<file path="config.mk">
export PLATFORM = sky130hd
export DESIGN_NAME = asm_char_streamer
export DESIGN_NICKNAME = d
export VERILOG_FILES = /design/src/rtl/asm_char_streamer.sv
export SDC_FILE = /design/constraint.sdc
export NUM_CORES = 1
export LEC_CHECK = 0
export ABC_AREA = 1
export BUFFER_PORTS_ARGS = -buffer_cell sky130_fd_sc_hd__buf_2
export CAP_MARGIN = 20
export CORE_AREA = 2 2 122 124
export DETAILED_ROUTE_END_ITERATION = 10
export DIE_AREA = 0 0 124 126
export GPL_ROUTABILITY_DRIVEN = 0
export PLACE_DENSITY = 0.62
export RECOVER_POWER = 100
export SLEW_MARGIN = 20
export SYNTH_ARGS = -nofsm -noshare
export SYNTH_HDL_FRONTEND = slang
export SYNTH_SLANG_ARGS = --single-unit
</file>
<file path="constraint.sdc">
create_clock -name clk_in -period 3.2 [get_ports clk_in]
set_clock_uncertainty 0.05 [all_clocks]
set_input_delay 0.16 -clock clk_in [delete_from_list [all_inputs] [get_ports clk_in]]
set_output_delay 0.16 -clock clk_in [all_outputs]
set_load 0.02 [all_outputs]
</file>
<file path="src/rtl/asm_char_streamer.sv">
// asm_char_streamer: normalises assembly text from a BRAM into a line-tagged character stream
// Ports: clk_in/rst_in (sync, active-low); start_in + text_length_in launch a run;
// bram_addr_out/bram_data_in read the text BRAM; new_character_out/ascii_out/line_number_out
// present one character per ready_in handshake; busy_out while streaming; done_out pulses at end.
module asm_char_streamer #(
  parameter int ADDR_WIDTH = 12,
  parameter int BRAM_LATENCY = 2,
  parameter int FIFO_DEPTH = 4
) (
  input  logic                  clk_in,
  input  logic                  rst_in,
  input  logic                  start_in,
  input  logic [ADDR_WIDTH:0]   text_length_in,
  output logic [ADDR_WIDTH-1:0] bram_addr_out,
  input  logic [7:0]            bram_data_in,
  input  logic                  ready_in,
  output logic                  new_character_out,
  output logic [7:0]            ascii_out,
  output logic [15:0]           line_number_out,
  output logic                  busy_out,
  output logic                  done_out
);
  localparam int PW = $clog2(FIFO_DEPTH);
  localparam int CW = PW + 1;
  typedef enum logic [2:0] {IDLE, STREAM, COMMENT, EOL_SPACE, EOL_NL, DONE} state_t;
  state_t state_q, state_d;
  logic [ADDR_WIDTH:0] len_q, addr_q, popped_q;
  logic [BRAM_LATENCY-1:0] vld_q;
  logic [7:0] fifo_q [FIFO_DEPTH];
  logic [PW-1:0] wr_q, rd_q;
  logic [CW-1:0] occ_q, inflight;
  logic [7:0] ascii_q, ascii_d, head, emit_char;
  logic [15:0] lno_q, lno_d, line_q, line_d;
  logic out_vld_q, out_vld_d, open_q, open_d, pend_q, pend_d, last_sp_q, last_sp_d;
  logic start, issue, push, pop, emit, out_free, eot, empty;
  assign start = state_q == IDLE && start_in;
  assign busy_out = state_q != IDLE && state_q != DONE;
  assign done_out = state_q == DONE;
  assign new_character_out = out_vld_q;
  assign ascii_out = ascii_q;
  assign line_number_out = lno_q;
  assign bram_addr_out = addr_q[ADDR_WIDTH-1:0];
  assign push = vld_q[BRAM_LATENCY-1];
  assign head = fifo_q[rd_q];
  assign empty = occ_q == '0;
  assign eot = popped_q == len_q;
  assign out_free = !out_vld_q || ready_in;
  always_comb begin
    inflight = '0;
    for (int i = 0; i < BRAM_LATENCY; i++) inflight = inflight + CW'(vld_q[i]);
  end
  // reads still in the BRAM pipeline reserve FIFO slots so returns can never overflow
  assign issue = busy_out && addr_q < len_q &&
                 ({1'b0, occ_q} + {1'b0, inflight}) < (CW + 1)'(FIFO_DEPTH);
  always_ff @(posedge clk_in) begin
    if (!rst_in) begin
      len_q <= '0;
      addr_q <= '0;
      popped_q <= '0;
      vld_q <= '0;
      wr_q <= '0;
      rd_q <= '0;
      occ_q <= '0;
    end else begin
      vld_q <= BRAM_LATENCY'({vld_q, issue});
      len_q <= start ? text_length_in : len_q;
      addr_q <= start ? '0 : addr_q + (ADDR_WIDTH + 1)'(issue);
      popped_q <= start ? '0 : popped_q + (ADDR_WIDTH + 1)'(pop);
      wr_q <= wr_q + PW'(push);
      rd_q <= rd_q + PW'(pop);
      occ_q <= occ_q + CW'(push) - CW'(pop);
      if (push) fifo_q[wr_q] <= bram_data_in;
    end
  end
  always_comb begin
    state_d = state_q;
    out_vld_d = out_vld_q & ~ready_in;
    ascii_d = ascii_q;
    lno_d = lno_q;
    line_d = line_q;
    open_d = open_q;
    pend_d = pend_q;
    last_sp_d = last_sp_q;
    pop = 1'b0;
    emit = 1'b0;
    emit_char = 8'h20;
    case (state_q)
      IDLE: if (start_in) begin
        state_d = text_length_in == '0 ? DONE : STREAM;
        line_d = 16'd1;
        open_d = 1'b0;
        pend_d = 1'b0;
        last_sp_d = 1'b0;
      end
      STREAM, COMMENT: if (out_free) begin
        if (eot) state_d = open_q ? EOL_SPACE : DONE;
        else if (!empty) begin
          pop = 1'b1;
          if (head == 8'h0A) begin
            state_d = open_q ? EOL_SPACE : STREAM;
            line_d = open_q ? line_q : line_q + 16'd1;
          end else if (state_q == STREAM && head != 8'h0D) begin
            if (head == 8'h20 || head == 8'h09) pend_d = pend_q | open_q;
            else if (head == "#" || head == ";") state_d = COMMENT;
            else begin
              // a pending separator goes out first; the byte stays at the FIFO head until then
              emit = 1'b1;
              emit_char = pend_q ? 8'h20 : head;
              pop = ~pend_q;
              pend_d = 1'b0;
              open_d = 1'b1;
            end
          end
        end
      end
      EOL_SPACE: if (out_free) begin
        emit = ~last_sp_q;
        state_d = EOL_NL;
      end
      EOL_NL: if (out_free) begin
        emit = 1'b1;
        emit_char = 8'h0A;
        open_d = 1'b0;
        pend_d = 1'b0;
        line_d = line_q + 16'd1;
        state_d = STREAM;
      end
      DONE: state_d = IDLE;
      default: state_d = IDLE;
    endcase
    if (emit) begin
      out_vld_d = 1'b1;
      ascii_d = emit_char;
      lno_d = line_q;
      last_sp_d = emit_char == 8'h20;
    end
  end
  always_ff @(posedge clk_in) begin
    if (!rst_in) begin
      state_q <= IDLE;
      out_vld_q <= 1'b0;
      ascii_q <= '0;
      lno_q <= '0;
      line_q <= '0;
      open_q <= 1'b0;
      pend_q <= 1'b0;
      last_sp_q <= 1'b0;
    end else begin
      state_q <= state_d;
      out_vld_q <= out_vld_d;
      ascii_q <= ascii_d;
      lno_q <= lno_d;
      line_q <= line_d;
      open_q <= open_d;
      pend_q <= pend_d;
      last_sp_q <= last_sp_d;
    end
  end
endmodule

</file>
==> flow_summary.toml, run 1 <==
[drt]
totalWireLength_mm = 14.6
ant_nets = 0
detailedRoute.firstIterationViolations = 219
drt-vias-per-instance = 4.86
detailedRoute.firstPassIterationCount = 5
drc = 0
wire_length_per_cell_after_detailed_routing_um = 13.1
vias_post_dr = 5425

[synth]
synth_async_sr_flop_share = 0
post-synth-top-area-fraction = 0.301
syn_nets = 852
synthCells = 803
register_bit_total_from_synthesis = 127
synthesis.area_um2 = 6310
netlist_top_cells_count = "sky130_fd_sc_hd__nand2_1 (190), sky130_fd_sc_hd__dfxtp_1 (95), sky130_fd_sc_hd__nor2_1 (83)"
unique_cell_type_count_in_the_yosys_netlist = 48
ys_warn_count = 0
synth-main-ff-cell = "sky130_fd_sc_hd__dfxtp_1"
synth_area_per_cell_um2 = 7.86
yosys.area.top_type = "sky130_fd_sc_hd__dfxtp_1"
synthMostInstantiatedCell = "sky130_fd_sc_hd__nand2_1"
cells_taking_the_most_area_after_synthesis = "sky130_fd_sc_hd__dfxtp_1 (30%), sky130_fd_sc_hd__edfxtp_1 (15%), sky130_fd_sc_hd__nand2_1 (11%)"
yosysSeqAreaShare = 0.453
synth-edff-count = 32

[critical_path]
crit_slowest_cell = "sky130_fd_sc_hd__dfxtp_4"
cp.buffers_inverters = 5
path_class = "flip-flop to flip-flop"
worst_r2r_endpoint = "popped_q[12]"
critPathMaxFanout = 7
timing.critical_path.required_ns = 3.46
cpLargestDelayFamily = "simple AND/OR/NAND/NOR gates"
critical_path.reg2reg.startpoint = "rd_q[0]"
timing.critical_path.arrival_ns = 3.33
critical_path.most_common_cell = "sky130_fd_sc_hd__nand2_1"
reg2reg_setup_slack_ns = 0.13
slowest_delay_ns = 0.40
rr_worst_depth = 26
worst-path-stages = 26
critical_path.endpoint_type = "flip-flop"
critPathLaunchType = "flip-flop"

[placed_design]
hpwlAfterDp_mm = 10.3
dpl_cell_area_um2 = 6970
placement.io_buffers = 63

[global_route]
global_route.usage.total = 0.198
grt_pass1_vias = 5142
antenna_violations_before_repair = 0
pin_count_of_the_biggest_net_entering_global_routing = 35
grt_overflow_total = 0
wire_length_of_the_first_global_routing_pass_mm = 24.2

[run_status]
run_status = "finished, final reports clean"

[clock_network]
number_of_h_tree_levels = 4
cts_tree = "yes"
clk_transition_reported_paths_ns = 0.06
cts_buffer_depth = 2
root_buffer = "sky130_fd_sc_hd__clkbuf_16"
tritoncts.num_buffers = 17
worst_skew_pair.late_latency_ns = 0.42
clkSinkCount = 127

[pwr]
p_int_mw = 4.07
combinational_cell_fraction_of_total_power = 0.386
seq_power_share = 0.312
clock_power_share = 0.302
total_leakage_power_nw = 3.40
power_density_nw_per_um2 = 821
netSwitchingPower_mw = 2.52
netSwitchingFraction = 0.383
ir_worst_vdd_uv = 427

[run]
max_cap_viol_count = 0

[floorplanning]
placeableCoreArea_um2 = 14300
rows = 44
die_w_um = 124
boundaryPins = 64
initial_utilization = 0.441
fp.dieArea_um2 = 15600
dieHeight_um = 126

[worst_hold_path]
min_path_type = "input pin to flip-flop"
holdCritStartpoint = "text_length_in[1]"
hold_path_end = "len_q[1]"
hold_path_depth = 3

[layout]
design_area_um2 = 8030
syn_to_final_growth_pct = 27.2
layout.area.seq_um2 = 2870
final_nets = 968
multi_input_comb_area_um2 = 3090
fillers = 1364
drive_above_1_share = 0.247
diodes = 0

[timing]
final_min_period_over_clock_period = 0.959
finalHoldViolations = 0
hold-worst-slack_ns = 0.00200
period_minus_slack_ns = 3.07
worst-slew-pin-transition_ns = 0.579
rsz0062_at_grt = "yes"
setup-violations-final = 0
max_freq_mhz = 326
slew-limit-headroom = 0.612
slew_viol_final = 0
[cell type report]
cell class | instances | share of cell area
multi-input combinational | 554 | 0.384
sequential | 127 | 0.358
inverter | 90 | 0.0449
timing repair buffer | 128 | 0.106
tap | 184 | 0.0287
clock buffer | 24 | 0.0651
clock inverter | 8 | 0.0123
timing repair inverter | 1 | 0.00109
[worst reg2reg max path: cells and delay by family, from the launching register on]
| kind | cells | cell delay (ns) |
|---|---|---|
| flip-flops | 1 | 0.40 |
| buffers and inverters | 5 | 0.42 |
| AND/OR/NAND/NOR | 18 | 1.59 |
| AO/OA/AOI/OAI | 1 | 0.18 |
| adder cells (fa/ha/maj) | 2 | 0.35 |
[worst max path at each step]
stage | from | endpoint
6_report | rd_q[0] | popped_q[12]
3_5_place_dp | rd_q[1] | popped_q[12]
4_1_cts | rd_q[0] | popped_q[12]
2_1_floorplan | rd_q[0] | popped_q[12]
3_3_place_gp | rd_q[1] | popped_q[12]
5_1_grt | rd_q[0] | popped_q[12]
[layer usage]
layer | GRT usage | wire [um]
met2 | 0.325 | 6940
met5 | 0 | 0
met4 | 0.0641 | 233
met3 | 0.0439 | 460
met1 | 0.259 | 6970
[cells in the final DEF (no fill, tap or decap), types with 5 or more instances in the layout]
cell and n:
sky130_fd_sc_hd__nand2_1 161, sky130_fd_sc_hd__dfxtp_1 90, sky130_fd_sc_hd__inv_1 80, sky130_fd_sc_hd__nor2_1 72, sky130_fd_sc_hd__a21oi_1 71, sky130_fd_sc_hd__buf_2 55, sky130_fd_sc_hd__buf_4 48, sky130_fd_sc_hd__o21ai_0 40
sky130_fd_sc_hd__nand2_2 36, sky130_fd_sc_hd__nand3_1 36, sky130_fd_sc_hd__edfxtp_1 32, sky130_fd_sc_hd__clkbuf_16 18, sky130_fd_sc_hd__ha_1 17, sky130_fd_sc_hd__nor3_1 16, sky130_fd_sc_hd__xnor2_1 13, sky130_fd_sc_hd__dlygate4sd3_1 13
sky130_fd_sc_hd__o21ai_1 12, sky130_fd_sc_hd__nor2_2 11, sky130_fd_sc_hd__nand4_1 9, sky130_fd_sc_hd__clkbuf_1 9, sky130_fd_sc_hd__xor2_1 7, sky130_fd_sc_hd__inv_4 5, sky130_fd_sc_hd__nor2_4 5, sky130_fd_sc_hd__ha_4 5
sky130_fd_sc_hd__clkbuf_8 5
[sequential cells by signal, indices dropped and copies added (netlist names), 2 cells and up]
register	count
line_q	16
popped_q	13
fifo_q	32
wr_q	2
addr_q	13
len_q	13
line_number_out	16
state_q	3
vld_q	2
occ_q	3
rd_q	2
ascii_out	8
[power groups by stage]
stage / registers, mW / clock network, mW / logic, mW
2_1_floorplan: 2.17 / 0 / 1.69
6_report: 2.06 / 1.99 / 2.55
4_1_cts: 2.05 / 2.01 / 2.42
5_1_grt: 2.08 / 2.10 / 2.87
3_5_place_dp: 2.07 / 0 / 2.39
3_3_place_gp: 2.07 / 0 / 2.37
[logic make-up (layout without fill, tap and decap cells)]
family | Yosys count | count (layout) | share of synthesized area
compound gates | 141 | 141 | 0.121
buf+inv | 122 | 251 | 0.0929
fa+ha+maj | 24 | 24 | 0.0487
xor+xnor | 20 | 20 | 0.0277
flops | 127 | 127 | 0.453
simple gates | 369 | 369 | 0.257
[what timing repair did]
item / in CTS / in global routing
pin swaps: 0 / 18
buffers inserted: 0 / 6
cloned: 0 / 2
endpoints found under the hold margin: 37 / 0
hold buffers: 13 / 0
setup endpoints to repair: 2 / 7
gates resized for setup: 2 / 77
[per-stage QoR]
| stage | power, mW | std cells | TNS, ns | utilization | worst slack, ns |
|---|---|---|---|---|---|
| 2_1_floorplan | 3.86 | 803 | 0 | - | 0.207 |
| 3_3_place_gp | 4.45 | 1063 | 0 | 0.487 | 0.0419 |
| 3_5_place_dp | 4.46 | 1063 | -0.0362 | 0.487 | -0.0362 |
| 4_1_cts | 6.48 | 1108 | 0 | 0.540 | 0.0106 |
| 5_1_grt | 7.05 | 1116 | -0.474 | 0.561 | -0.193 |
| 6_report | 6.60 | 1116 | 0 | 0.561 | 0.133 |
Power figures use the tool's default switching activity.
==> run 2: changes to the inputs <==
--- a/config.mk
+++ b/config.mk
@@ -8,11 +8,11 @@
 export ABC_AREA = 1
 export BUFFER_PORTS_ARGS = -buffer_cell sky130_fd_sc_hd__buf_2
 export CAP_MARGIN = 20
-export CORE_AREA = 2 2 122 124
+export CORE_AREA = 2 2 128 130
 export DETAILED_ROUTE_END_ITERATION = 10
-export DIE_AREA = 0 0 124 126
+export DIE_AREA = 0 0 130 132
 export GPL_ROUTABILITY_DRIVEN = 0
-export PLACE_DENSITY = 0.62
+export PLACE_DENSITY = 0.57
 export RECOVER_POWER = 100
 export SLEW_MARGIN = 20
 export SYNTH_ARGS = -nofsm -noshare
==> run 2 against run 1 <==
Compared with the run above: clock-buffer cell count fell by 2; worst hold slack improved by 0.019 ns; non-clock buffer count fell by 10; global-route usage down 2.3 points; core utilization down 6.5 points; first-iteration DRC count is 45% higher; total power shrank 2.3%; sequential share of layout area rose by 1.1 points; largest cell class unchanged.
==> flow_summary.toml, run 2 (synthesis gave the netlist of run 1 again) <==
[run_status]
run_status = "finished, final reports clean"

[timing]
final_critical_path_setup_slack_ns = 0.135
max_freq_mhz = 326
finalHoldViolations = 0
slew_viol_final = 0
worst-slew-pin-transition_ns = 0.974
slew-limit-headroom = 0.351
hold-worst-slack_ns = 0.0212
period_minus_slack_ns = 3.07
setup-violations-final = 0
rsz0062_at_grt = "yes"
final_min_period_over_clock_period = 0.958
final_layout_setup_total_negative_slack_ns = 0

[critical_path]
rr_worst_depth = 21
critical_path.endpoint_type = "flip-flop"
timing.critical_path.arrival_ns = 3.32
critPathLaunchType = "flip-flop"
path_class = "flip-flop to flip-flop"
critPathMaxFanout = 10
critical_path.reg2reg.startpoint = "rd_q[0]"
timing.critical_path.required_ns = 3.45
worst_r2r_endpoint = "popped_q[11]"
reg2reg_setup_slack_ns = 0.13

[drt]
drt-vias-per-instance = 4.69
detailedRoute.firstPassIterationCount = 5
ant_nets = 0
wire_length_per_cell_after_detailed_routing_um = 12.6
vias_post_dr = 5329
totalWireLength_mm = 14.3
detailedRoute.firstIterationViolations = 318
drc = 0

[worst_hold_path]
hold_path_depth = 3
min_path_type = "input pin to flip-flop"
holdCritStartpoint = "text_length_in[0]"
hold_path_end = "len_q[0]"

[clock_network]
tritoncts.num_buffers = 17
worst_skew_pair.late_latency_ns = 0.42
cts_tree = "yes"
root_buffer = "sky130_fd_sc_hd__clkbuf_16"
clk_transition_reported_paths_ns = 0.06
cts_buffer_depth = 2
clkSinkCount = 127
number_of_h_tree_levels = 4

[placed_design]
place_worst_setup_slack_ns = -0.00724
dp.cells = 1084
dpl_cell_area_um2 = 6920
hpwlAfterDp_mm = 10.5
placement.io_buffers = 63

[layout]
stdcell_count = 1137
syn_to_final_growth_pct = 23.5
utilization = 0.496
drive_above_1_share = 0.168
most_frequent_cells_in_the_layout = "sky130_fd_sc_hd__nand2_1 (175), sky130_fd_sc_hd__dfxtp_1 (90), sky130_fd_sc_hd__inv_1 (79)"
final_nets = 957
fillers = 1570
regMostFlops = "fifo_q"
final_common_cell = "sky130_fd_sc_hd__nand2_1"
design_area_um2 = 7800
diodes = 0
largest_register_ffs = 32

[run]
max_cap_viol_count = 0

[floorplanning]
placeableCoreArea_um2 = 15700
boundaryPins = 64
rows = 46
fp.dieArea_um2 = 17200
dieHeight_um = 132
die_w_um = 130
initial_utilization = 0.402

[pwr]
netSwitchingFraction = 0.381
p_int_mw = 3.99
seq_power_share = 0.319
power_density_nw_per_um2 = 826
total_leakage_power_nw = 3.12
ir_worst_vdd_uv = 512
combinational_cell_fraction_of_total_power = 0.370
clock_power_share = 0.311
netSwitchingPower_mw = 2.45
post-layout-total-power_mw = 6.44

[global_route]
global_route.usage.total = 0.175
grt_overflow_total = 0
wire_length_of_the_first_global_routing_pass_mm = 23.9
grt_pass1_vias = 5059
pin_count_of_the_biggest_net_entering_global_routing = 29
antenna_violations_before_repair = 0
run 2: cell types whose count changed in the layout (fill, tap and decap cells not counted), moves of 3 or more:
cell,previous run,this run
sky130_fd_sc_hd__ha_4,5,1
sky130_fd_sc_hd__clkbuf_8,5,2
sky130_fd_sc_hd__buf_4,48,35
sky130_fd_sc_hd__clkbuf_1,9,53
sky130_fd_sc_hd__nand2_1,161,175
sky130_fd_sc_hd__nand2_2,36,24
sky130_fd_sc_hd__buf_2,55,15
sky130_fd_sc_hd__clkinvlp_4,0,3
run 2: layout make-up:
class / count / area, um2 / share of cell area
Clock inverter: 10 / 133 / 0.0170
Sequential cell: 127 / 2870 / 0.368
Multi-Input combinational cell: 554 / 2980 / 0.383
Inverter: 90 / 355 / 0.0455
Tap cell: 216 / 270 / 0.0346
Timing Repair Buffer: 118 / 696 / 0.0892
Clock buffer: 22 / 489 / 0.0627
run 2: how the worst max path moves through the flow:
| stage | start | slack, ns | end | cells after the start |
|---|---|---|---|---|
| 5_1_grt | rd_q[0] | -0.19 | popped_q[12] | 27 |
| 6_report | rd_q[0] | 0.13 | popped_q[11] | 21 |
| 4_1_cts | rd_q[1] | 0.006 | popped_q[12] | 25 |
| 3_5_place_dp | rd_q[0] | -0.007 | popped_q[12] | 26 |
| 3_3_place_gp | rd_q[0] | 0.09 | popped_q[12] | 26 |
| 2_1_floorplan | rd_q[0] | 0.21 | popped_q[12] | 28 |
run 2: critical path: stages, from the launching register on:
cell                      delay [ns]
sky130_fd_sc_hd__dfxtp_4        0.37
sky130_fd_sc_hd__buf_6          0.14
sky130_fd_sc_hd__nand2_1        0.05
sky130_fd_sc_hd__nand3_1        0.08
sky130_fd_sc_hd__nand2_1        0.10
sky130_fd_sc_hd__nand2_2        0.10
sky130_fd_sc_hd__nor2_2         0.14
sky130_fd_sc_hd__nand2_1        0.08
sky130_fd_sc_hd__nand2_2        0.10
sky130_fd_sc_hd__nor2_4         0.04
sky130_fd_sc_hd__nand2_1        0.05
sky130_fd_sc_hd__nand2_1        0.06
sky130_fd_sc_hd__a21oi_2        0.17
sky130_fd_sc_hd__ha_2           0.22
sky130_fd_sc_hd__buf_4          0.10
sky130_fd_sc_hd__nand3_1        0.09
sky130_fd_sc_hd__nor2_1         0.13
sky130_fd_sc_hd__and3_1         0.18
sky130_fd_sc_hd__nand2_1        0.09
sky130_fd_sc_hd__or4_4          0.44
sky130_fd_sc_hd__o21ai_2        0.12
sky130_fd_sc_hd__a21oi_1        0.04
run 2: routing by layer:
| metal | share of wire | track usage | vias up |
|---|---|---|---|
| met2 | 0.48 | 0.293 | 78 |
| met4 | 0.017 | 0.0627 | 0 |
| met3 | 0.034 | 0.0398 | 20 |
| met1 | 0.47 | 0.221 | 2394 |
| li1 | - | - | 2837 |
| met5 | 0 | 0 | - |
run 2: power groups by stage:
stage / sequential [mW] / combinational [mW] / clock, mW
2_1_floorplan: 2.17 / 1.69 / 0
3_3_place_gp: 2.08 / 2.35 / 0
3_5_place_dp: 2.08 / 2.36 / 0
4_1_cts: 2.05 / 2.38 / 2.05
5_1_grt: 2.09 / 2.72 / 2.12
6_report: 2.06 / 2.38 / 2.01
run 2: repair_timing:
action                                  4_1_cts  5_1_grt
hold buffers                                 14        0
pin swaps                                     0       25
gates resized for setup                       1       53
gates cloned                                  0        0
buffers inserted                              0        7
endpoints found under the hold margin        38        0
endpoints found under the setup margin        1        7
